### config.mk
export PLATFORM = sky130hd
export DESIGN_NAME = reg_wb_sched_flat
export DESIGN_NICKNAME = d
export VERILOG_FILES = /design/src/rtl/reg_wb_sched_pkg.sv /design/src/rtl/reg_wb_sched_if.sv /design/src/rtl/reg_wb_sched_rr_arbiter.sv /design/src/rtl/reg_wb_sched.sv /design/src/flat_wrapper.sv
export SDC_FILE = /design/constraint.sdc
export NUM_CORES = 1
export LEC_CHECK = 0
export CAP_MARGIN = 0
export CORE_MARGIN = 3
export CORE_UTILIZATION = 40
export CTS_BUF_LIST = sky130_fd_sc_hd__clkbuf_8
export DETAILED_ROUTE_END_ITERATION = 12
export PLACE_DENSITY = 0.72
export SYNTH_ARGS = -nofsm -noshare
export SYNTH_HDL_FRONTEND = slang
export SYNTH_SLANG_ARGS = --single-unit
### constraint.sdc
create_clock -name clk -period 3.8 [get_ports clk]
set_clock_uncertainty 0.2 [all_clocks]
set_input_delay 0.38 -clock clk [delete_from_list [all_inputs] [get_ports clk]]
set_output_delay 0.38 -clock clk [all_outputs]
set_load 0.01 [all_outputs]
### src/rtl/reg_wb_sched_pkg.sv
// Shared types and constants for the register-file writeback scheduler.
package reg_sched_pkg;

    localparam int unsigned XLEN      = 32;
    localparam int unsigned NUM_XREG  = 32;
    localparam int unsigned REG_IDX_W = 5;

    // One writeback request: destination register and the data to write.
    typedef struct packed {
        logic [REG_IDX_W-1:0] rd;
        logic [XLEN-1:0]      val;
    } wb_req_t;

endpackage

### src/rtl/reg_wb_sched_if.sv
// Bus bundle between writeback sources / issue logic (master) and the scheduler (slave).
interface reg_wb_sched_if #(parameter int unsigned NUM_REQ = 3);
    import reg_sched_pkg::*;

    logic [NUM_REQ-1:0]                     req_valid;
    logic [NUM_REQ-1:0][REG_IDX_W-1:0]      req_rd;
    logic [NUM_REQ-1:0][XLEN-1:0]           req_val;
    logic [NUM_REQ-1:0]                     req_ready;

    logic                                   issue_valid;
    logic [REG_IDX_W-1:0]                   issue_rd;
    logic                                   issue_ready;
    logic [REG_IDX_W-1:0]                   query_rs1;
    logic [REG_IDX_W-1:0]                   query_rs2;
    logic                                   rs1_busy;
    logic                                   rs2_busy;

    logic                                   write_en_rd;
    logic [REG_IDX_W-1:0]                   write_rd;
    logic [XLEN-1:0]                        write_val;

    modport master (
        output req_valid, req_rd, req_val, issue_valid, issue_rd, query_rs1, query_rs2,
        input  req_ready, issue_ready, rs1_busy, rs2_busy, write_en_rd, write_rd, write_val
    );

    modport slave (
        input  req_valid, req_rd, req_val, issue_valid, issue_rd, query_rs1, query_rs2,
        output req_ready, issue_ready, rs1_busy, rs2_busy, write_en_rd, write_rd, write_val
    );

endinterface

### src/rtl/reg_wb_sched_rr_arbiter.sv
// Combinational round-robin arbiter: grants the first request at or after ptr, wrapping.
module rr_arbiter #(
    parameter int unsigned NUM_REQ = 3
) (
    input  logic [NUM_REQ-1:0]         req,
    input  logic [$clog2(NUM_REQ)-1:0] ptr,
    output logic [NUM_REQ-1:0]         grant,
    output logic [$clog2(NUM_REQ)-1:0] grant_idx
);
    localparam int unsigned PTR_W = $clog2(NUM_REQ);
    localparam logic [PTR_W:0] NUM_W = (PTR_W+1)'(NUM_REQ);

    logic           found;
    logic [PTR_W:0] idx;

    // Scan from ptr upward modulo NUM_REQ; first valid requester wins.
    always_comb begin
        grant     = '0;
        grant_idx = '0;
        found     = 1'b0;
        idx       = '0;
        for (int unsigned k = 0; k < NUM_REQ; k++) begin
            idx = {1'b0, ptr} + (PTR_W+1)'(k);
            if (idx >= NUM_W) begin
                idx = idx - NUM_W;
            end
            if (!found && req[idx[PTR_W-1:0]]) begin
                found                   = 1'b1;
                grant[idx[PTR_W-1:0]]   = 1'b1;
                grant_idx               = idx[PTR_W-1:0];
            end
        end
    end

endmodule

### src/rtl/reg_wb_sched.sv
// Writeback scheduler: round-robin share of the register-file write port plus
// a pending-write scoreboard for RAW/WAW stalls at issue.
module reg_wb_sched
    import reg_sched_pkg::*;
#(
    parameter int unsigned NUM_REQ = 3
) (
    input  logic           clk,
    input  logic           reset,
    reg_wb_sched_if.slave  bus
);
    localparam int unsigned PTR_W = $clog2(NUM_REQ);
    localparam logic [PTR_W-1:0] LAST_IDX = PTR_W'(NUM_REQ - 1);

    wb_req_t [NUM_REQ-1:0] reqs;
    wb_req_t               win;
    logic [NUM_REQ-1:0]    grant;
    logic [PTR_W-1:0]      grant_idx;
    logic                  xfer;
    logic                  issue_set;

    logic [PTR_W-1:0]      rr_ptr_d, rr_ptr_q;
    logic                  write_en_rd_d, write_en_rd_q;
    logic [REG_IDX_W-1:0]  write_rd_d, write_rd_q;
    logic [XLEN-1:0]       write_val_d, write_val_q;
    logic [NUM_XREG-1:0]   busy_d, busy_q;

    // Pack per-requester port fields into request records.
    always_comb begin
        reqs = '0;
        for (int unsigned i = 0; i < NUM_REQ; i++) begin
            reqs[i].rd  = bus.req_rd[i];
            reqs[i].val = bus.req_val[i];
        end
    end

    rr_arbiter #(.NUM_REQ(NUM_REQ)) u_arb (
        .req       (bus.req_valid),
        .ptr       (rr_ptr_q),
        .grant     (grant),
        .grant_idx (grant_idx)
    );

    // Ready/busy outputs are combinational from inputs and registered busy.
    always_comb begin
        win             = reqs[grant_idx];
        xfer            = |grant;
        bus.req_ready   = grant;
        bus.issue_ready = (bus.issue_rd == '0) || !busy_q[bus.issue_rd];
        bus.rs1_busy    = (bus.query_rs1 != '0) && busy_q[bus.query_rs1];
        bus.rs2_busy    = (bus.query_rs2 != '0) && busy_q[bus.query_rs2];
        issue_set       = bus.issue_valid && bus.issue_ready && (bus.issue_rd != '0);
        bus.write_en_rd = write_en_rd_q;
        bus.write_rd    = write_rd_q;
        bus.write_val   = write_val_q;
    end

    // Next state: pointer advance, output register load, scoreboard set/clear.
    always_comb begin
        rr_ptr_d      = rr_ptr_q;
        write_en_rd_d = 1'b0;
        write_rd_d    = write_rd_q;
        write_val_d   = write_val_q;
        busy_d        = busy_q;
        if (xfer) begin
            rr_ptr_d      = (grant_idx == LAST_IDX) ? '0 : grant_idx + 1'b1;
            write_en_rd_d = (win.rd != '0);
            write_rd_d    = win.rd;
            write_val_d   = win.val;
            busy_d[win.rd] = 1'b0;
        end
        // Applied after the clear so an issue to the same rd keeps it busy.
        if (issue_set) begin
            busy_d[bus.issue_rd] = 1'b1;
        end
        busy_d[0] = 1'b0;
    end

    // State registers with asynchronous reset.
    always_ff @(posedge clk or posedge reset) begin
        if (reset) begin
            rr_ptr_q      <= '0;
            write_en_rd_q <= 1'b0;
            write_rd_q    <= '0;
            write_val_q   <= '0;
            busy_q        <= '0;
        end else begin
            rr_ptr_q      <= rr_ptr_d;
            write_en_rd_q <= write_en_rd_d;
            write_rd_q    <= write_rd_d;
            write_val_q   <= write_val_d;
            busy_q        <= busy_d;
        end
    end

endmodule

### src/flat_wrapper.sv
// flat-port wrapper written by rule: the top's interface ports become plain ports
module reg_wb_sched_flat import reg_sched_pkg::*;
#(
    parameter int unsigned NUM_REQ = 3
)
  (clk, reset, bus_req_valid, bus_req_rd, bus_req_val, bus_issue_valid, bus_issue_rd, bus_query_rs1, bus_query_rs2, bus_req_ready, bus_issue_ready, bus_rs1_busy, bus_rs2_busy, bus_write_en_rd, bus_write_rd, bus_write_val);
  reg_wb_sched_if #(.NUM_REQ(NUM_REQ)) bus_i ();
  input  logic clk;
  input  logic reset;
  input wire logic [$bits(bus_i.req_valid)-1:0] bus_req_valid;
  input wire logic [$bits(bus_i.req_rd)-1:0] bus_req_rd;
  input wire logic [$bits(bus_i.req_val)-1:0] bus_req_val;
  input wire logic [$bits(bus_i.issue_valid)-1:0] bus_issue_valid;
  input wire logic [$bits(bus_i.issue_rd)-1:0] bus_issue_rd;
  input wire logic [$bits(bus_i.query_rs1)-1:0] bus_query_rs1;
  input wire logic [$bits(bus_i.query_rs2)-1:0] bus_query_rs2;
  output wire logic [$bits(bus_i.req_ready)-1:0] bus_req_ready;
  output wire logic [$bits(bus_i.issue_ready)-1:0] bus_issue_ready;
  output wire logic [$bits(bus_i.rs1_busy)-1:0] bus_rs1_busy;
  output wire logic [$bits(bus_i.rs2_busy)-1:0] bus_rs2_busy;
  output wire logic [$bits(bus_i.write_en_rd)-1:0] bus_write_en_rd;
  output wire logic [$bits(bus_i.write_rd)-1:0] bus_write_rd;
  output wire logic [$bits(bus_i.write_val)-1:0] bus_write_val;
  assign bus_i.req_valid = bus_req_valid;
  assign bus_i.req_rd = bus_req_rd;
  assign bus_i.req_val = bus_req_val;
  assign bus_i.issue_valid = bus_issue_valid;
  assign bus_i.issue_rd = bus_issue_rd;
  assign bus_i.query_rs1 = bus_query_rs1;
  assign bus_i.query_rs2 = bus_query_rs2;
  assign bus_req_ready = bus_i.req_ready;
  assign bus_issue_ready = bus_i.issue_ready;
  assign bus_rs1_busy = bus_i.rs1_busy;
  assign bus_rs2_busy = bus_i.rs2_busy;
  assign bus_write_en_rd = bus_i.write_en_rd;
  assign bus_write_rd = bus_i.write_rd;
  assign bus_write_val = bus_i.write_val;
  reg_wb_sched #(.NUM_REQ(NUM_REQ)) u_core (.clk(clk), .reset(reset), .bus(bus_i));
endmodule
# After elaboration in Yosys (flattened, before gate mapping)

Cells that the tools add are included.

Bits in registers: 71
Bits of input ports: 132
Output and inout port bits: 44
Logic and storage cells: 93

$add $sub $neg: 6
Order comparisons: 16
Eq/ne operators: 1
Muxes and demuxes: 39
Bitwise gates (word level): 5
Reductions and logical operators: 21

Operator list:

| kind                                                                                | count |
|---|---|
| 37-bit binary-select mux with 2-bit select                                          | 1 |
| 32-bit 2-to-1 mux                                                                   | 2 |
| 37-bit 2-to-1 mux                                                                   | 1 |
| 32-bit bitwise AND                                                                  | 1 |
| 32-bit inverter                                                                     | 1 |
| 32-bit bitwise OR                                                                   | 1 |
| 5-bit by 6-bit less-than comparator with 1-bit output, second input constant        | 4 |
| 5-bit nonzero test                                                                  | 4 |
| 1-bit binary-select mux with 5-bit select                                           | 3 |
| 1-bit 2-to-1 mux                                                                    | 14 |
| 2-bit 2-to-1 mux                                                                    | 7 |
| 2-bit by 3-bit less-than comparator with 1-bit output, second input constant        | 4 |
| 1-bit logical AND                                                                   | 11 |
| 1-bit demux with 5-bit select                                                       | 2 |
| 5-bit by 1-bit greater-or-equal comparator with 1-bit output, second input constant | 2 |
| 3-bit 2-to-1 mux                                                                    | 3 |
| 1-bit binary-select mux with 2-bit select                                           | 3 |
| 1-bit demux with 2-bit select                                                       | 3 |
| 2-bit by 1-bit greater-or-equal comparator with 1-bit output, second input constant | 3 |
| 3-bit by 2-bit greater-or-equal comparator with 1-bit output, second input constant | 2 |
| 3-bit bitwise OR                                                                    | 2 |
| 2-bit subtractor, second input constant                                             | 3 |
| 5-bit logical NOT                                                                   | 1 |
| 2-bit by 1-bit adder with 3-bit output, second input constant                       | 1 |
| other kinds (7)                                                                     | 9 |

# Logic depth before layout (Yosys ltp)

Gate-level depths: netlist of run 1.

Depth in word-level cells: 22
Mapped depth: 12
Gate-level depth less buffers: 9

# By module

From an unflattened synthesis of run 1, not the netlist that was laid out.

Cells, all modules: 504
Area, all modules: 4626.9 µm²

By module, submodules not included:

| module       | instances | cells each | area each (µm²) | seq. area each (µm²) |
|---|---|---|---|---|
| reg_wb_sched | 1         | 466        | 4360.4          | 1776.7 |
| rr_arbiter   | 1         | 38         | 266.5           | 0.0 |

# Worst setup path before layout of run 1

Ideal clock, no wire load.

Kind: register to register
From: register u_core.rr_ptr_q[0]
To: register u_core.busy_q[4]
Setup time: 128 ps
Data arrival time: 2524 ps
Data required time: 3472 ps
Slack: 948 ps
Cell stages (with the launch flop): 12
Buffers on the path: 2
Period minus slack after synthesis: 2852 ps
Path through: dfrtp_1 > inv_1 > ha_1 > buf_2 > nor2b_2 > o31ai_4 > a31o_4 > mux2i_1 > a21oi_2 > buf_2 > o41ai_1 > nand2_1

Cells in the longest elaborated chain, start to end: 22
Elaborated cells between the ends (all ways): 59
Those cells by class: add/sub (5); order compare (11); mux (29); bitwise (5); reduce/logical (9)

RTL lines:

| item                                                                            | line               | text |
|---|---|---|
| start, declared                                                                 | reg_wb_sched.sv:22 | `logic [PTR_W-1:0] rr_ptr_d, rr_ptr_q;` |
| start signal, assigned                                                          | reg_wb_sched.sv:88 | `rr_ptr_q <= rr_ptr_d;` |
| branches (longest 19 deep; another with 2-bit by 1-bit adder with 3-bit output) | n/a                |  |
| 32-bit 2-to-1 mux *                                                             | reg_wb_sched.sv:65 | `if (xfer) begin` |
| 32-bit bitwise OR (no line)                                                     | n/a                |  |
| 32-bit 2-to-1 mux *                                                             | reg_wb_sched.sv:73 | `if (issue_set) begin` |
| net u_core.busy_d[4]                                                            | reg_wb_sched.sv:26 | `logic [NUM_XREG-1:0] busy_d, busy_q;` |
| end signal, assigned                                                            | reg_wb_sched.sv:92 | `busy_q <= busy_d;` |
| end, declared                                                                   | reg_wb_sched.sv:26 |  |

Mark *: on every way through the listed nets, which the timed path passes. The select of a mux whose other input is x is not followed.
A chain may end at the register's enable or synchronous reset.

# Worst setup path after layout of run 1

From: input port bus_query_rs2[0]
To: output port bus_rs2_busy

Cells in the longest elaborated chain, start to end: 3
Elaborated cells between the ends (all ways): 4
Those cells by class: mux (2); reduce/logical (2)

RTL lines:

| item                                      | line               | text |
|---|---|---|
| start, declared                           | flat_wrapper.sv:16 | `input wire logic [$bits(bus_i.query_rs2)-1:0] bus_query_rs2;` |
| 1-bit binary-select mux with 5-bit select | reg_wb_sched.sv:51 | `bus.rs2_busy = (bus.query_rs2 != '0) && busy_q[bus.query_rs2];` |
| 1-bit 2-to-1 mux (not written as such)    | reg_wb_sched.sv:51 |  |
| 1-bit logical AND *                       | reg_wb_sched.sv:51 |  |
| end, declared                             | flat_wrapper.sv:20 | `output wire logic [$bits(bus_i.rs2_busy)-1:0] bus_rs2_busy;` |

Mark *: on every way between the ends. The rest lies on a longest branch, timed or not. The select of a mux whose other input is x is not followed.

==> results of run 1 <==
## sequential cells by signal, indices dropped and copies added, names as in the netlist
signal	flops
u_core.bus.write_val	32
u_core.busy_q	31
u_core.bus.write_rd	5
u_core.rr_ptr_q	2
u_core.bus.write_en_rd	1
## final timing paths
path                                     startpoint                        to  slack [ns]
max reg2reg                      u_core.rr_ptr_q[1]         u_core.busy_q[17]        0.27
max in group asynchronous                     reset  u_core.bus.write_val[28]        2.35
max                                bus_query_rs2[0]              bus_rs2_busy        0.24
min reg2reg                u_core.bus.write_val[18]  u_core.bus.write_val[18]        0.28
min                                           reset  u_core.bus.write_val[15]        0.27
min in group clk           u_core.bus.write_val[18]  u_core.bus.write_val[18]        0.28
## layout make-up
| cell class | instances | area [sq um] |
|---|---|---|
| clock buffer | 11 | 151.4 |
| inverter | 8 | 30.03 |
| fill | 1069 | 5067 |
| sequential | 71 | 1777 |
| timing repair buffer | 186 | 1872 |
| tap | 168 | 210.2 |
| multi-input combinational | 384 | 3064 |
| clock inverter | 5 | 40.04 |
## through the flow
step / total power [mW] / util [%]
finish: 6.445 / 58.50
global route: 6.937 / 58.50
CTS: 6.470 / 58.50
detailed placement: 5.870 / 56.94
global placement: 5.728 / 56.94
floorplan: 4.386 / -
## logic make-up (layout without fill, tap and decap cells)
logic type      after synthesis  in the layout  share of synthesized area, %
compound gates              192            192                         27.27
simple gates                121            121                         12.25
flops                        71             71                         34.92
mux                          67             67                         19.57
buf+inv                      51            210                         5.016
fa+ha+maj                     4              4                        0.9836
## worst reg2reg max path, stage by stage, from the launching register on
cell and delay [ns]:
dfrtp_1 0.42, inv_1 0.09, ha_1 0.41, mux2_4 0.37, o2bb2ai_2 0.18, a21o_1 0.17
o22a_1 0.23, o32ai_2 1.01, o41ai_1 0.20, o21ai_0 0.15
## where the power goes
| group | switching [mW] | internal [mW] | total [mW] |
|---|---|---|---|
| Sequential | 0.355 | 1.13 | 1.49 |
| Combinational | 2.31 | 2.07 | 4.38 |
| Clock | 0.304 | 0.275 | 0.580 |
| Total | 2.96 | 3.48 | 6.45 |
## layout by cell type, fill, tap and decap left out, types with 3 or more instances in the layout
| master | n |
|---|---|
| clkdlybuf4s50_1 | 175 |
| dfrtp_1 | 71 |
| nor2_1 | 43 |
| o21ai_0 | 41 |
| mux2i_1 | 35 |
| a21o_1 | 35 |
| a211oi_1 | 33 |
| mux4_2 | 25 |
| nand3_1 | 21 |
| a22oi_1 | 20 |
| nand2_1 | 19 |
| o41ai_1 | 15 |
| o21ai_1 | 11 |
| clkbuf_8 | 11 |
| buf_4 | 8 |
| inv_1 | 7 |
| mux2_2 | 6 |
| nand3b_1 | 5 |
| a21oi_1 | 5 |
| and2_1 | 4 |
| a311oi_1 | 4 |
| o211ai_1 | 4 |
| ha_1 | 4 |
| nor3b_1 | 3 |
| nor3_1 | 3 |
| and3_1 | 3 |
| clkinvlp_4 | 3 |
| buf_12 | 3 |
## routing by layer
| layer | vias up | GRT usage, % | part of all wire (%) |
|---|---|---|---|
| met3 | 48 | 6.507 | 8.8 |
| li1 | 2272 | - | - |
| met2 | 269 | 38.65 | 50 |
| met4 | 0 | 9.413 | 3.4 |
| met5 | - | 0 | 0 |
| met1 | 2376 | 27.75 | 38 |
==> results.md, run 1 <==
* P per Cell Area at 902.1 mW/mm^2
* Crit path cell chain: clkdlybuf4s50_1 > mux4_2 > mux4_2 > mux2_2 > clkdlybuf4s50_1
* Post-Route WL at 16190 um
* Area leader, netlist: dfrtp_1
* Post-cts resize count at 0
* Die area at 0.01411 sq mm
* Ys async rst share at 100.0%
* Number of port buffers at 175
* Crit. End Element: primary output
* Ports at 176
* Cell Area, Synth at 0.005089 sq mm
* Status: completed
* Worst VDD drop at 480.5 uV
* Area Overhead vs Synth at 40.40%
* Num CTS Buffers at 9
* CP Launch Type: input port
* Worst hold path class: in -> async
* Final hold violations at 0
* Post-Synthesis Net Count at 642
* Final Slew Violations at 0
* Final TNS setup at 0 ns
* Placed Cells at 817
* Post-synthesis cell type count at 63
* Gr usage total at 23.01%
* Hold_ws at 0.2741 ns
* Postcts setup bufs at 0
* Row Count at 40
* Post-synth top area share at 34.92%
* Global-route wire length before repair at 26120 um
* Share of cells above drive strength 1 at 11.88%
* Clock Sink Count at 71
* Die Ht at 118.8 um
* WL/cell at 19.43 um
* Pin count of the biggest net entering global routing at 65
* Clk pin slew, worst setup/hold paths at 0.08 ns
* Synth top area cells: dfrtp_1 35%, mux4_2 11%, mux2i_1 6.9%
* Critical Path Stages at 5
* Post-synth top cells: 71 x dfrtp_1, 43 x nor2_1, 41 x o21ai_0
* Syn Area/Cell at 10.06 sq um
* Hold buffers post-CTS at 0
* Via count at 4965
* Max-cap violations at 0
* Antenna cells at 0
* Final ANT Viol Nets at 0
* Vias/cell at 5.960
* Initial DRC count at 371
* Total gr overflow at 0
* Slew headroom at 22.14%
* Path type of the worst setup path: in -> out
* Root Driver: clkbuf_8
* FMAX at 0.2808 GHz
* Die X at 118.8 um
* Yosys warning total at 0
* Nets@finish at 796
* CP top delay family: multiplexers
* PnR worst setup slack at 0.2384 ns
* Placer Congestion at 0.8815
* Pre-antenna DRT Iters at 5
* Synthesis-stage register bit count at 71
* Slew @ Worst Pin at 1.168 ns
* Initial antenna violation count at 0
* Starting Density at 41.67%
* R2r worst-path depth at 9
* RSZ-0062 raised after global routing: no
* Count leader, synth: dfrtp_1
* Placed wire-length estimate at 12610 um
* Max FO, Critical Path at 9
* Placed cell area at 0.006953 sq mm
* Number of global-route vias before repair at 5120
* CP max-delay cell: clkdlybuf4s50_1
* Skew-Pair Late Insertion Delay at 0.36 ns
* Largest stage delay on the critical path at 0.80 ns
* Post-synth EDFFs at 0
* Final setup viols at 0
* Register area share after synthesis at 34.92%
* Worst path required time at 3.22 ns
* CORE AREA at 0.01221 sq mm
* Crit share post-route at 93.73%
* Ys flop type: dfrtp_1
* Setup WS pre-CTS at 0.2333 ns
* Non-Filler Instances at 833
* H-tree levels at 3
* Worst-case clock buffer depth at 2
* Final min period at 3.562 ns
* Post-Syn Instances at 506
* CP arrival at 2.98 ns
* DRC violation count after routing at 0
* Worst Path Buf+Inv at 2
* Leak pwr at 2.891 nW
* TritonCTS clock tree: yes
* Design area at 0.007144 sq mm
(Power assumes the default switching activity.)
==> run 2, diff against run 1 <==
--- a/config.mk
+++ b/config.mk
@@ -7,10 +7,10 @@
 export LEC_CHECK = 0
 export CAP_MARGIN = 0
 export CORE_MARGIN = 3
-export CORE_UTILIZATION = 40
+export CORE_UTILIZATION = 45
 export CTS_BUF_LIST = sky130_fd_sc_hd__clkbuf_8
 export DETAILED_ROUTE_END_ITERATION = 12
-export PLACE_DENSITY = 0.72
+export PLACE_DENSITY = 0.8
 export SYNTH_ARGS = -nofsm -noshare
 export SYNTH_HDL_FRONTEND = slang
 export SYNTH_SLANG_ARGS = --single-unit
==> results.md, run 2 (synthesis gave the netlist of run 1 again) <==
* Antenna cells at 0
* Met2 WL post-DR at 7938 um
* Crit share post-route at 94.24%
* Worst hold path class: in -> async
* Starting Density at 46.53%
* Max layer used: met4
* Number of port buffers at 175
* Leak pwr at 2.894 nW
* Comb pwr share at 68.0%
* Max FO, Critical Path at 9
* Switching pwr at 2.952 mW
* Final Slew Violations at 0
* CP max-delay cell: clkdlybuf4s50_1
* Slew headroom at 23.99%
* Clk network pwr share at 9.3%
* Share of cells above drive strength 1 at 11.75%
* Path type of the worst setup path: in -> out
* Switching Share at 45.77%
* Skew-Pair Late Insertion Delay at 0.35 ns
* Post-cts resize count at 0
* Die area at 0.01262 sq mm
* Post-Route WL at 16110 um
* Worst-case clock buffer depth at 2
* Initial antenna violation count at 0
* Worst path required time at 3.22 ns
* Worst VDD drop at 476.3 uV
* Placer Congestion at 0.9644
* Pre-antenna DRT Iters at 5
* M1 WL at 6158 um
* Die Ht at 112.3 um
* CP Launch Type: input port
* CP arrival at 3.00 ns
* Commonest non-fill, non-tap cell in the layout: clkdlybuf4s50_1
* Initial DRC count at 386
* Row Count at 38
* Via count at 4996
* Largest stage delay on the critical path at 0.81 ns
* Final setup viols at 0
* Final min period at 3.581 ns
* Nets@finish at 796
* Clk pin slew, worst setup/hold paths at 0.07 ns
* Pin count of the biggest net entering global routing at 65
* CP top delay family: multiplexers
* Internal power at 3.499 mW
* Met3 WL at 1433 um
* Fin util at 64.94%
* Ports at 176
* Area Overhead vs Synth at 39.56%
* Hold buffers post-CTS at 0
* H-tree levels at 3
* Crit path cell chain: clkdlybuf4s50_1 > mux4_2 > mux4_2 > mux2_2 > clkdlybuf4s50_1
* Worst Path Buf+Inv at 2
* P per Cell Area at 908.4 mW/mm^2
* Total gr overflow at 0
* RSZ-0062 raised after global routing: no
* TritonCTS clock tree: yes
* Seq pwr share at 22.7%
* Final TNS setup at 0 ns
* Vias/cell at 6.214
* Root Driver: clkbuf_8
* Num CTS Buffers at 9
* Slew @ Worst Pin at 1.140 ns
* DRC violation count after routing at 0
* Clock Sink Count at 71
* Max FFs per register at 32
* Status: completed
* Final ANT Viol Nets at 0
* Global-route wire length before repair at 26140 um
* Fillers at 897
* Die X at 112.3 um
* Max-cap violations at 0
* Gr usage total at 25.87%
* Number of global-route vias before repair at 5117
* Final hold violations at 0
* CORE AREA at 0.01094 sq mm
* Placed wire-length estimate at 12560 um
* Most frequent cells in the layout: 175 x clkdlybuf4s50_1, 71 x dfrtp_1, 43 x nor2_1
* Crit. End Element: primary output
* Postcts setup bufs at 0
* WL/cell at 20.04 um
* FMAX at 0.2792 GHz
[run 2: power by group through the flow]
stage	sequential, mW	combinational (mW)	clock, mW
finish	1.46	4.39	0.598
global route	1.50	4.81	0.654
CTS	1.46	4.40	0.610
detailed placement	1.46	4.38	0
global placement	1.45	4.23	0
floorplan	1.44	2.94	0
[run 2: layer usage]
metal  up-vias  GRT usage [%]
met5         -              0
met4         0          9.696
met3        45          6.307
met2       281          43.31
met1      2388          32.58
li1       2282              -
[run 2: through the flow]
| step | std cells | power (mW) | hold WS [ns] | area (sq um) | setup WS [ns] |
|---|---|---|---|---|---|
| final | 804 | 6.451 | 0.2638 | 7102 | 0.2187 |
| after global routing | 804 | 6.962 | 0.2972 | 7102 | 0.06268 |
| after CTS | 804 | 6.461 | 0.2710 | 7102 | 0.2003 |
| after detailed placement | 789 | 5.841 | 0.2658 | 6905 | 0.2046 |
| after global placement | 789 | 5.675 | 0.2586 | 6905 | 0.2693 |
| after floorplan | 506 | 4.386 | 0.2975 | 5089 | 0.9482 |
[run 2: cell type report]
type	count	area [sq um]	share of cell area [%]
clock buffers	10	137.6	1.938
clock inverters	5	58.81	0.8280
inverters	8	30.03	0.4228
multi-input cells	384	3064	43.15
flip-flops and latches	71	1777	25.02
well taps	140	175.2	2.467
repair buffers	186	1859	26.18
[run 2: worst paths after layout]
kind / from / endpoint / slack (ns) / cells past startpoint
max: bus_query_rs2[0] / bus_rs2_busy / 0.22 / 5
min: reset / u_core.bus.write_val[26] / 0.26 / 2
max reg2reg: u_core.rr_ptr_q[1] / u_core.busy_q[21] / 0.34 / 9
min reg2reg: u_core.bus.write_val[27] / u_core.bus.write_val[27] / 0.28 / 1
max in group asynchronous: reset / u_core.bus.write_val[5] / 2.33 / 3
min in group clk: u_core.bus.write_val[27] / u_core.bus.write_val[27] / 0.28 / 1
==> run 3, diff against run 2 <==
--- a/config.mk
+++ b/config.mk
@@ -10,6 +10,7 @@
 export CORE_UTILIZATION = 45
 export CTS_BUF_LIST = sky130_fd_sc_hd__clkbuf_8
 export DETAILED_ROUTE_END_ITERATION = 12
+export MAX_ROUTING_LAYER = met4
 export PLACE_DENSITY = 0.8
 export SYNTH_ARGS = -nofsm -noshare
 export SYNTH_HDL_FRONTEND = slang
==> results.md, run 3 (synthesis gave the netlist of run 1 again) <==
* Final ANT Viol Nets at 0
* FMAX at 0.2781 GHz
* Met3 WL at 1178 um
* Placer Congestion at 0.9817
* Num CTS Buffers at 9
* Initial DRC count at 344
* Comb pwr share at 67.6%
* Slew @ Worst Pin at 1.206 ns
* Skew-Pair Late Insertion Delay at 0.34 ns
* Number of port buffers at 175
* Post-cts resize count at 0
* Clock Sink Count at 71
* Max FFs per register at 32
* Post-Route WL at 15950 um
* Placed Cells at 784
* Nets@finish at 791
* Vias/cell at 6.178
* DRC violation count after routing at 0
* Number of global-route vias before repair at 5102
* H-tree levels at 3
* Worst VDD drop at 501.3 uV
* Via count at 4942
* P per Cell Area at 901.0 mW/mm^2
* Clk network pwr share at 9.5%
* Die area at 0.01262 sq mm
* Design area at 0.007079 sq mm
* Switching Share at 46.04%
* Non-Filler Instances at 800
* Crit share post-route at 94.64%
* Final TNS setup at 0 ns
* Slew headroom at 19.62%
* Met2 WL post-DR at 8138 um
* Final setup viols at 0
* RR Endpoint: u_core.busy_q[13]
* Hold Path Stages at 1
* Starting Density at 46.53%
* Global-route wire length before repair at 25920 um
* Worst hold path class: reg -> reg
* Commonest non-fill, non-tap cell in the layout: clkdlybuf4s50_1
* M1 WL at 6161 um
* R2r worst-path depth at 9
* Placed cell area at 0.006880 sq mm
* Switching pwr at 2.937 mW
* Die X at 112.3 um
* Root Driver: clkbuf_8
* TritonCTS clock tree: yes
* Share of cells above drive strength 1 at 11.06%
* Initial antenna violation count at 0
* Multi-input logic area at 0.003064 sq mm
* Crit Reg-Reg Startpoint: u_core.rr_ptr_q[1]
* Pin count of the biggest net entering global routing at 65
* Postcts setup bufs at 0
* Die Ht at 112.3 um
* Final min period at 3.596 ns
* Area Overhead vs Synth at 39.12%
* Clk pin slew, worst setup/hold paths at 0.07 ns
* Ports at 176
* Pwr Total at 6.379 mW
* Internal power at 3.442 mW
* CP Launch Type: input port
* Register Area at 0.001777 sq mm
* Status: completed
* Max FO, Critical Path at 9
* Most frequent cells in the layout: 175 x clkdlybuf4s50_1, 71 x dfrtp_1, 43 x nor2_1
* Final hold violations at 0
* Pre-antenna DRT Iters at 5
* R2R Setup Slk at 0.32 ns
* Antenna cells at 0
* Hold buffers post-CTS at 0
* Worst path required time at 3.22 ns
* Path type of the worst setup path: in -> out
* Row Count at 38
* Total gr overflow at 0
* Min-delay src: u_core.bus.write_val[23]
* CP arrival at 3.02 ns
* Leak pwr at 2.886 nW
* Max layer used: met4
* Max-cap violations at 0
* WL/cell at 19.93 um
* Worst-case clock buffer depth at 2
* Crit. End Element: primary output
* Placed wire-length estimate at 12430 um
* CORE AREA at 0.01094 sq mm
* Worst hold endpoint: u_core.bus.write_val[23]
* Fillers at 885
* RSZ-0062 raised after global routing: no
* Gr usage total at 26.17%
* Final Slew Violations at 0
* Seq pwr share at 22.9%
[run 3: changes by cell type in the layout (fill, tap and decap cells not counted)]
| cell | before | now |
|---|---|---|
| buf_4 | 9 | 3 |
| clkinvlp_4 | 2 | 0 |
| buf_12 | 2 | 3 |
| clkinv_2 | 1 | 2 |
| clkinv_4 | 1 | 2 |
| inv_1 | 7 | 8 |
[run 3: area by class of cell]
cell class                      count  area share, %
Clock buffer                       10          1.944
Clock inverter                      6         0.8660
Inverter                            8         0.4242
Multi-Input combinational cell    384          43.28
Sequential cell                    71          25.10
Tap cell                          140          2.474
Timing Repair Buffer              181          25.91
[run 3: metal layers]
metal  track usage [%]  vias to the layer above
li1                  -                     2260
met1             32.27                     2398
met2             43.23                      251
met3             4.690                       33
met4             9.696                        0
met5                 -                        -
[run 3: critical path, cell delays in order]
cell             delay (ns)
clkdlybuf4s50_1        0.83
mux4_2                 0.57
mux4_2                 0.49
mux2_2                 0.27
clkdlybuf4s50_1        0.47
[run 3: power groups by stage]
| stage | Clock [mW] | Combinational, mW | Sequential (mW) |
|---|---|---|---|
| detailed placement | 0 | 4.31 | 1.46 |
| global placement | 0 | 4.15 | 1.45 |
| global route | 0.654 | 4.73 | 1.50 |
| floorplan | 0 | 2.94 | 1.44 |
| CTS | 0.621 | 4.32 | 1.45 |
| finish | 0.607 | 4.31 | 1.46 |
[run 3: worst max path at each step]
stage	from	end	slack (ns)	cells after the start
after floorplan	u_core.rr_ptr_q[0]	u_core.busy_q[4]	0.95	11
after global placement	bus_query_rs1[0]	bus_rs1_busy	0.27	5
after detailed placement	bus_query_rs1[0]	bus_rs1_busy	0.18	5
after CTS	bus_query_rs1[0]	bus_rs1_busy	0.17	5
after global routing	u_core.rr_ptr_q[1]	u_core.busy_q[5]	0.05	9
final	bus_query_rs1[0]	bus_rs1_busy	0.20	5
[run 3: metrics by stage]
| stage | util (%) | hold WS (ns) | setup slack, ns |
|---|---|---|---|
| floorplan | - | 0.2975 | 0.9482 |
| global placement | 62.92 | 0.2588 | 0.2722 |
| detailed placement | 62.92 | 0.2657 | 0.1778 |
| CTS | 64.74 | 0.2822 | 0.1735 |
| global route | 64.74 | 0.2997 | 0.04946 |
| finish | 64.74 | 0.2782 | 0.2038 |
==> patch 1, RTL diff (config.mk and constraints of run 2) <==
`NUM_XREG`: 32 -> 64.
--- a/src/rtl/reg_wb_sched_pkg.sv
+++ b/src/rtl/reg_wb_sched_pkg.sv
@@ -3,5 +3,5 @@
 
     localparam int unsigned XLEN      = 32;
-    localparam int unsigned NUM_XREG  = 32;
+    localparam int unsigned NUM_XREG  = 64;
     localparam int unsigned REG_IDX_W = 5;
 
Function: same outputs for any inputs over 4 cycles, from zero or initial values and one cycle with reset high; that may be too few to reach the edited logic, so the function may still have changed.
==> patch 1 against run 2 <==
Final area down 0.49%; power down 5.1%; area after synthesis down 1.3%; sequential cell count unchanged; critical path depth unchanged; wire length up 2.1%; via count down 1.6%; worst setup slack worse by 0.019 ns; largest power group unchanged.
==> patch 1: results (changes against run 2) <==
[synth]
ys.flop_type=dfrtp_1  ; unchanged
synthMuxAreaShare_pct=22.2  ; was 19.6%
synth_common_cells=nand2_1, dfrtp_1, nor2_1  ; was dfrtp_1, nor2_1, o21ai_0
seq_area_frac_synth_pct=35.4  ; was 34.9%
synthCells=503  ; was 506
synth-compound-area-share_pct=21.0  ; was 27.3%
synth_fa_ha_area_share_pct=0.996  ; was 0.984%

[placement]
dpl.cell_count=791  ; was 789
routabilityCongestion=0.970  ; was 0.964
dp_slack_ns=0.191  ; was 0.205 ns

[power]
leakagePower_nw=2.77  ; was 2.89 nW
ir_drop_uv=682  ; was 476 uV

[finish]
fillers=830  ; was 897
final_nets=802  ; was 796
layout-drive-gt1-share_pct=17.9  ; was 11.7%

[global_route]
grt_pass1_wl_mm=26.9  ; was 26.1 mm
grt_usage_pct=26.3  ; was 25.9%
grt_pass1_vias=5205  ; was 5117

[route]
num_vias=4916  ; was 4996
dr.pass1.iters=7  ; was 5
drt_first_iter_violations=505  ; was 386

[sta]
worst_slew_pin_slew_ns=0.761  ; was 1.14 ns
whs_ns=0.220  ; was 0.264 ns

[outcome]
status=completed  ; unchanged

[critical_path]
reg2reg_slack_ns=0.39  ; was 0.34 ns
cp-startpoint=bus_query_rs1[0]  ; was bus_query_rs2[0]
cp.arrival_ns=3.02  ; was 3.00 ns

==> patch 1: cell types whose count changed after synthesis, sizes merged, moves of 7 or more <==
cell	change
nand2b	+7
a22oi	-19
mux2i	-29
a211oi	-34
mux2	+35
a21o	-32
a31oi	+30
o211ai	+7
o221ai	+11
nand3	-16
nand2	+56
inv	+10
o21ai	-12
==> patch 1: kinds of logic (layout without fill, tap and decap cells) <==
logic type	count (synthesis)	count (layout)
simple gates	162	162
buf+inv	51	219
flops	71	71
fa+ha+maj	4	4
compound gates	142	142
mux	73	73
==> patch 1: cell type report <==
class | instances | share of cell area (%)
multi-input combinational | 381 | 42.8
inverter | 18 | 0.956
clock inverter | 5 | 0.549
clock buffer | 11 | 2.14
tap | 136 | 2.41
sequential | 71 | 25.1
timing repair buffer | 185 | 26.0
==> patch 1: how the worst max path moves through the flow <==
| stage | end | slack [ns] |
|---|---|---|
| 6_report | bus_rs1_busy | 0.20 |
| 5_1_grt | bus_rs1_busy | 0.07 |
| 4_1_cts | bus_rs1_busy | 0.19 |
| 3_5_place_dp | bus_rs1_busy | 0.19 |
| 3_3_place_gp | bus_rs1_busy | 0.26 |
| 2_1_floorplan | u_core.bus.write_en_rd | 0.88 |
==> patch 1: routing by layer <==
layer  wire length (um)  up-vias  global-route usage, %
li1                   -     2239                      -
met1               6610     2361                   32.7
met2               8260      282                   45.7
met3               1200       34                   6.03
met4                372        0                   7.62
met5                  0        -                      0
==> patch 1: power breakdown <==
part	switching, mW	internal [mW]	leakage [nW]	total [mW]
clock network	0.308	0.279	0.0967	0.586
logic	2.14	1.97	1.86	4.11
registers	0.288	1.13	0.815	1.42
==> patch 1: through the flow <==
step	power, mW	area (um^2)
finish	6.12	7070
global route	6.54	7070
CTS	6.12	7070
detailed placement	5.51	6880
global placement	5.36	6880
floorplan	4.14	5020
==> patch 2, RTL diff (settings of run 2) <==
Without the edit above. Reset style: synchronous (`reset`), changed in one clocked block. Comments in the files are not updated.
--- a/src/rtl/reg_wb_sched.sv
+++ b/src/rtl/reg_wb_sched.sv
@@ -78,5 +78,5 @@
 
     // State registers with asynchronous reset.
-    always_ff @(posedge clk or posedge reset) begin
+    always_ff @(posedge clk) begin
         if (reset) begin
             rr_ptr_q      <= '0;
Check against the original RTL: differs if reset is asserted again (counterexample within 4 cycles, from zero or initial values and one cycle with reset high); with reset held inactive, the same outputs for 4 cycles.
==> patch 2 against run 2 <==
Sequential cell count is the same; worst hold slack got worse by 0.0056 ns; final area fell by 0.90%; wire length is 1.8% higher; worst setup slack got worse by 0.036 ns; via count is 2.8% higher; area after synthesis shrank 0.91%; synthesized cell count rose by 9.7%; cell count rose by 5.5%; power fell by 24%.
==> patch 2: results (changes against run 2) <==
[placement]
routabilityCongestion=0.964  ; about the same
place_hpwl_mm=12.6  ; about the same
place_area_um2=6850  ; was 6910 um^2
dp_slack_ns=0.150  ; was 0.205 ns

[global_route]
grt_pass1_vias=5173  ; was 5117
grt_usage_pct=26.2  ; was 25.9%

[synth]
synth_common_cells=dfxtp_1, mux2i_1, nand2_1  ; was dfrtp_1, nor2_1, o21ai_0
async_flop_share_pct=0  ; was 100%
synth-compound-area-share_pct=20.6  ; was 27.3%
synthMuxAreaShare_pct=27.8  ; was 19.6%
synthesis.nets=691  ; was 642
synth_top_area_share_pct=28.2  ; was 34.9%
seq_area_frac_synth_pct=28.2  ; was 34.9%

[finish]
fillers=900  ; was 897
final_nets=841  ; was 796
layout-drive-gt1-share_pct=11.6  ; was 11.7%
multi_input_area_um2=3380  ; was 3060 um^2

[critical_path]
r2r-start=u_core.rr_ptr_q[0]  ; was u_core.rr_ptr_q[1]
cp.arrival_ns=3.04  ; was 3.00 ns
reg2reg_slack_ns=0.28  ; was 0.34 ns
endpoint=bus_rs1_busy  ; was bus_rs2_busy
worstReg2RegEnd=u_core.busy_q[29]  ; was u_core.busy_q[21]

[power]
ir_drop_uv=406  ; was 476 uV
leakagePower_nw=2.71  ; was 2.89 nW

[outcome]
status=completed  ; unchanged

[sta]
worst_slew_pin_slew_ns=0.816  ; was 1.14 ns
fmax_mhz=276  ; was 279 MHz

[route]
routed_wl_mm=16.4  ; was 16.1 mm
num_vias=5136  ; was 4996

-- patch 2: routing by layer --
layer / part of all wire [%] / wire (um) / global-route usage [%] / up-vias
li1: - / - / - / 2395
met1: 39 / 6420 / 33.2 / 2388
met2: 49 / 8030 / 44.8 / 308
met3: 9.3 / 1520 / 5.98 / 45
met4: 2.5 / 418 / 7.70 / 0
met5: 0 / 0 / 0 / -
-- patch 2: final cells by class --
class	count	share of cell area, %
well taps	140	2.49
clock buffers	10	1.96
multi-input cells	428	48.1
repair buffers	185	26.1
clock inverters	4	0.676
flip-flops and latches	71	20.2
inverters	10	0.533
-- patch 2: cells by family after synthesis --
logic type               after synthesis
AND/OR/NAND/NOR                      175
AO/OA/AOI/OAI                        144
multiplexers                         105
flip-flops                            71
buffers and inverters                 56
adder cells (fa/ha/maj)                4
-- patch 2: through the flow --
step                total power [mW]  cells  hold slack, ns
floorplan                       3.30    555           0.259
global placement                4.22    834           0.253
detailed placement              4.30    834           0.251
CTS                             4.90    848           0.263
global route                    5.25    848           0.290
finish                          4.90    848           0.258
-- patch 2: worst max-delay path: stages --
cell	delay, ns
clkdlybuf4s50_1	0.82
mux4_2	0.58
mux4_2	0.48
mux2_2	0.28
clkdlybuf4s50_1	0.48
-- patch 2: worst min path at each step --
stage                                        end  slack [ns]  cells after the start
after floorplan                 u_core.busy_q[6]        0.26                      2
after global placement    u_core.bus.write_rd[1]        0.25                      2
after detailed placement  u_core.bus.write_rd[0]        0.25                      2
after CTS                 u_core.bus.write_rd[0]        0.26                      2
after global routing      u_core.bus.write_rd[0]        0.29                      2
final                     u_core.bus.write_rd[0]        0.26                      2
-- patch 2: power breakdown --
part / switching (mW) / internal (mW)
Combinational: 1.87 / 1.42
Clock: 0.283 / 0.312
Sequential: 0.0987 / 0.911
